### src/rtl/sim_watchdog_pkg.sv
// Shared types and default constants for the simulation watchdog.
package sim_watchdog_pkg;

  localparam int unsigned DEF_TIMEOUT_CYCLES  = 1000;
  localparam int unsigned DEF_PROGRESS_CYCLES = 100;
  localparam int unsigned DEF_CNT_W           = 32;

  typedef enum logic [1:0] {
    IDLE    = 2'd0,
    RUN     = 2'd1,
    EXPIRED = 2'd2
  } state_t;

endpackage

### src/rtl/sim_watchdog_counter.sv
// Clearable, enabled up-counter with optional wrap at LIMIT-1 and optional saturation.
module wdog_counter #(
  parameter int unsigned W     = 8,
  parameter int unsigned LIMIT = 2,
  parameter bit          WRAP  = 1'b0,
  parameter bit          SAT   = 1'b1
) (
  input  logic         clk,
  input  logic         rst,
  input  logic         clr,
  input  logic         en,
  output logic [W-1:0] value,
  output logic         at_limit_c
);

  localparam logic [W-1:0] LIM_M1 = W'(LIMIT - 1);
  localparam logic [W-1:0] MAX    = {W{1'b1}};

  assign at_limit_c = (value == LIM_M1);

  always_ff @(posedge clk) begin
    if (rst) begin
      value <= '0;
    end else if (clr) begin
      value <= '0;
    end else if (en) begin
      if (WRAP && at_limit_c) begin
        value <= '0;
      end else if (SAT && (value == MAX)) begin
        value <= value;
      end else begin
        value <= value + W'(1);
      end
    end
  end

endmodule

### src/rtl/sim_watchdog.sv
// Kickable simulation watchdog: IDLE/RUN/EXPIRED FSM with timeout, progress and elapsed counts.
// Build option: define SIM_WATCHDOG_PROGRESS_EN to build the progress counter and progress_tick.
module sim_watchdog
  import sim_watchdog_pkg::*;
#(
  parameter int unsigned TIMEOUT_CYCLES  = DEF_TIMEOUT_CYCLES,
  parameter int unsigned PROGRESS_CYCLES = DEF_PROGRESS_CYCLES,
  parameter int unsigned CNT_W           = DEF_CNT_W
) (
  input  logic             clk,
  input  logic             rst,
  input  logic             start,
  input  logic             stop,
  input  logic             kick,
  output logic             kick_ack,
  output logic             running,
  output logic             expired,
  output logic             progress_tick,
  output logic [CNT_W-1:0] elapsed
);

  state_t           state;
  state_t           state_next;
  logic             arm;
  logic             in_run;
  logic             to_at_limit;
  logic             el_at_limit;
  logic [CNT_W-1:0] to_count;
  logic             unused_ok;

  assign in_run = (state == RUN);
  assign arm    = (state == IDLE) && start && !stop;

  // Stop outranks expiry; a kick in the expiry cycle cancels it.
  always_comb begin
    state_next = state;
    case (state)
      IDLE:    if (start && !stop) state_next = RUN;
      RUN: begin
        if (stop)                        state_next = IDLE;
        else if (!kick && to_at_limit)   state_next = EXPIRED;
      end
      EXPIRED: state_next = EXPIRED;
      default: state_next = IDLE;
    endcase
  end

  always_ff @(posedge clk) begin
    if (rst) begin
      state <= IDLE;
    end else begin
      state <= state_next;
    end
  end

  always_ff @(posedge clk) begin
    if (rst) begin
      running  <= 1'b0;
      expired  <= 1'b0;
      kick_ack <= 1'b0;
    end else begin
      running  <= (state_next == RUN);
      expired  <= (state_next == EXPIRED);
      kick_ack <= in_run && kick;
    end
  end

  wdog_counter #(
    .W(CNT_W), .LIMIT(TIMEOUT_CYCLES), .WRAP(1'b0), .SAT(1'b1)
  ) u_timeout (
    .clk(clk), .rst(rst), .clr(arm || (in_run && kick)), .en(in_run),
    .value(to_count), .at_limit_c(to_at_limit)
  );

  wdog_counter #(
    .W(CNT_W), .LIMIT(1), .WRAP(1'b0), .SAT(1'b1)
  ) u_elapsed (
    .clk(clk), .rst(rst), .clr(arm), .en(in_run),
    .value(elapsed), .at_limit_c(el_at_limit)
  );

`ifdef SIM_WATCHDOG_PROGRESS_EN
  logic             prog_wrap;
  logic [CNT_W-1:0] prog_count;

  wdog_counter #(
    .W(CNT_W), .LIMIT(PROGRESS_CYCLES), .WRAP(1'b1), .SAT(1'b0)
  ) u_progress (
    .clk(clk), .rst(rst), .clr(arm), .en(in_run),
    .value(prog_count), .at_limit_c(prog_wrap)
  );

  // Tick lands in the cycle after the counter wraps to zero.
  always_ff @(posedge clk) begin
    if (rst) begin
      progress_tick <= 1'b0;
    end else begin
      progress_tick <= in_run && prog_wrap;
    end
  end

  assign unused_ok = ^{to_count, el_at_limit, prog_count};
`else
  localparam int unsigned unused_prog_cycles = PROGRESS_CYCLES;

  assign progress_tick = 1'b0;
  assign unused_ok     = ^{to_count, el_at_limit};
`endif

endmodule

### config.mk
export PLATFORM = sky130hd
export DESIGN_NAME = sim_watchdog
export DESIGN_NICKNAME = d
export VERILOG_FILES = /design/src/rtl/sim_watchdog_pkg.sv /design/src/rtl/sim_watchdog_counter.sv /design/src/rtl/sim_watchdog.sv
export SDC_FILE = /design/constraint.sdc
export NUM_CORES = 1
export LEC_CHECK = 0
export CAP_MARGIN = 0
export CELL_PAD_IN_SITES_DETAIL_PLACEMENT = 1
export CELL_PAD_IN_SITES_GLOBAL_PLACEMENT = 2
export CORE_MARGIN = 2
export CORE_UTILIZATION = 31
export DETAILED_ROUTE_END_ITERATION = 10
export PLACE_DENSITY = 0.84
export SYNTH_ARGS = -nofsm -noshare
export SYNTH_HDL_FRONTEND = slang
export SYNTH_SLANG_ARGS = --single-unit
### constraint.sdc
create_clock -name clk -period 2 [get_ports clk]
set_input_delay 0.4 -clock clk [delete_from_list [all_inputs] [get_ports clk]]
set_output_delay 0.4 -clock clk [all_outputs]
set_load 0.02 [all_outputs]
==> run summary <==
Min-Delay Path Class: reg2reg
RSZ-0062 raised after global routing: yes
Routed Antenna Nets: 0
vias in the first global route: 3713
Seq cells post-synth: 69
max-cap viol count: 0
GR Util All Layers: 17.5%
CTS Buf Count: 9
post-synthesis cell count: 427
status: complete, no violations
Final Non-Filler Cells: 671
Root Driver: clkbuf_16
Final period util: 94.9%
DR iter-0 viols: 193
Cell Rows: 39
Crit Path Class: reg2reg
Residual DRC: 0
CTS tree: done
clock slew at reported path FFs: 60 ps
initial antenna violation count: 0
Ant. Diodes: 0
CTS H-tree depth: 3
placed insts: 653
crit path launch type: flip-flop
synthesized net count: 434
Worst-Skew Late Latency: 340 ps
Core Region: 11400 um2
Fin. Hold Viols: 0
Hold Slack: 500 ps
Synth Flop Type: dfxtp_1
first-pass GRT wire length: 18.0 mm
critical path arrival: 2120 ps
Total Wirelength: 10.7 mm
DR vias: 3621
Seq/Total Area, Yosys: 38.1%
PwrDens: 586 nW/um2
Post-Syn Area per Cell: 8.50 um2
leakage power: 1.71 nW
Synth area leaders: dfxtp_1, xnor2_1, nand2_1
cell family with most CP delay: simple AND/OR/NAND/NOR gates
port bufs: 39
asr flop ratio synth: 0%
maximum vdd drop: 0.383 mV
EDFF count, synth: 0
Setup crit end kind: flip-flop
Area Overhead vs Synth: 38.1%
floorplan die width: 112 um
Wirelength per Cell: 16.0 um
worst-path fanout max: 6
Required @ worst endpoint: 2220 ps
pin count of the biggest net entering global routing: 32
CP Cell Sequence: nand3_1 -> or4_4 -> o31ai_4 -> buf_4 -> or3_1 -> a21oi_2
hold_buf cts: 0
post-synth top area share: 38.1%
CP Buf/Inv Count: 1
fmax: 527 MHz
crit path time final: 1900 ps
Worst Tran Pin Value: 494 ps
Cell Area, Synth: 3630 um2
RD Place Congestion: 0.790
layout cell share with drive strength beyond 1: 24.6%
dominant cell type by area after synthesis: dfxtp_1
count of cell types in the netlist: 56
CTS sink count: 69
clk buf depth: 2
# IOs: 41
critical path's largest stage delay: 620 ps
drt pass-1 iters: 4
HPWL after DPL: 7.84 mm
Slew HR: 66.2%
Pins Over Slew Limit: 0
DR vias/cell: 5.40
yosys warns: 0
slowest cell on the critical path: or4_4
setup violators final: 0
# fillers: 1358
die height: 112 um
gr ovfl total: 0
# nets final: 533
DIE AREA: 12600 um2
final setup skew: 9.18 ps
Starting Density: 31.8%
## metrics by stage
| stage | cell area (um2) | setup slack [ps] | total power, mW | TNS [ps] | utilization [%] |
|---|---|---|---|---|---|
| after global placement | 4630 | -12.9 | 1.54 | -25.3 | 40.5 |
| after detailed placement | 4630 | -93.5 | 1.54 | -215 | 40.5 |
| after CTS | 4900 | 13.6 | 2.97 | 0 | 42.9 |
| after floorplan | 3640 | -25.5 | 1.48 | -25.5 | - |
| final | 5010 | 102 | 2.93 | 0 | 43.9 |
| after global routing | 5010 | -11.6 | 3.04 | -29.9 | 43.9 |
## per-layer routing
layer  track usage [%]  wire [um]  up-vias
met2              28.9       5030       56
met4              5.77        184        0
met3              4.37        440       14
met5                 0          0        -
met1              22.5       5100     1773
li1                  -          -     1778
## cell families after synthesis
| family | synth area share, % |
|---|---|
| fa+ha+maj | 0.689 |
| flops | 38.1 |
| other cells | 0.103 |
| buf+inv | 3.72 |
| xor+xnor | 6.27 |
| compound gates | 18.1 |
| mux | 1.38 |
| simple gates | 31.7 |
## synth_stat cells (5+ instances only)
cell / n
nor3_1: 7
o21ai_0: 19
a21oi_1: 28
nand4_1: 18
nor4_2: 5
clkbuf_1: 7
and4_1: 8
a211oi_1: 5
a21oi_2: 5
nand2_1: 42
inv_1: 8
or3_1: 24
o21ai_1: 5
nor2_1: 42
and3_1: 8
mux2i_1: 5
a31oi_1: 5
xnor2_1: 24
dfxtp_1: 69
nand3_1: 18
nor4_1: 9
buf_2: 8
## sequential cells by signal, indices dropped and copies added, names as in the netlist
signal           flops
expired              1
kick_ack             1
running              1
state                2
u_elapsed.value     32
u_timeout.value     32
## worst reg2reg max path: stages (launching register included)
cell and delay, ps:
dfxtp_2 370, nand3_1 130, or4_4 620, o31ai_4 300, buf_4 180, or3_1 120
a21oi_2 50
## final timing paths
check,from,endpoint,slack (ps),cells after the start
max,u_timeout.value[29],u_timeout.value[13],100,6
min,u_timeout.value[7],u_timeout.value[7],500,2
max reg2reg,u_timeout.value[29],u_timeout.value[13],100,6
min reg2reg,u_timeout.value[7],u_timeout.value[7],500,2
## cells in the final DEF (no fill, tap or decap), types with 8 or more instances in the layout
master,instances
a21oi_1,28
and4_1,8
buf_4,64
clkbuf_16,9
clkdlybuf4s50_1,39
dfxtp_1,62
inv_1,8
nand2_1,42
nand3_1,17
nand4_1,18
nor2_1,41
nor4_2,8
o21ai_0,19
or3_1,23
xnor2_1,24
## what timing repair did
action / 4_1_cts / 5_1_grt
setup buffers: 0 / 5
gates resized for setup: 2 / 14
setup endpoints to repair: 4 / 31
pin swaps: 1 / 3
## cell type report
class / count / area (um2) / share of cell area (%)
well taps: 143 / 179 / 3.57
inverters: 8 / 30.0 / 0.599
repair buffers: 108 / 971 / 19.4
multi-input cells: 330 / 2190 / 43.6
clock buffers: 10 / 239 / 4.77
flip-flops and latches: 69 / 1390 / 27.7
clock inverters: 3 / 15.0 / 0.300
## power by group
| part | internal (mW) | switching [mW] | leakage [nW] |
|---|---|---|---|
| registers | 1.38 | 0.00239 | 0.560 |
| logic | 0.0503 | 0.0787 | 1.02 |
| clock network | 0.844 | 0.579 | 0.130 |
Note: power is estimated with default switching activity, not from simulation.
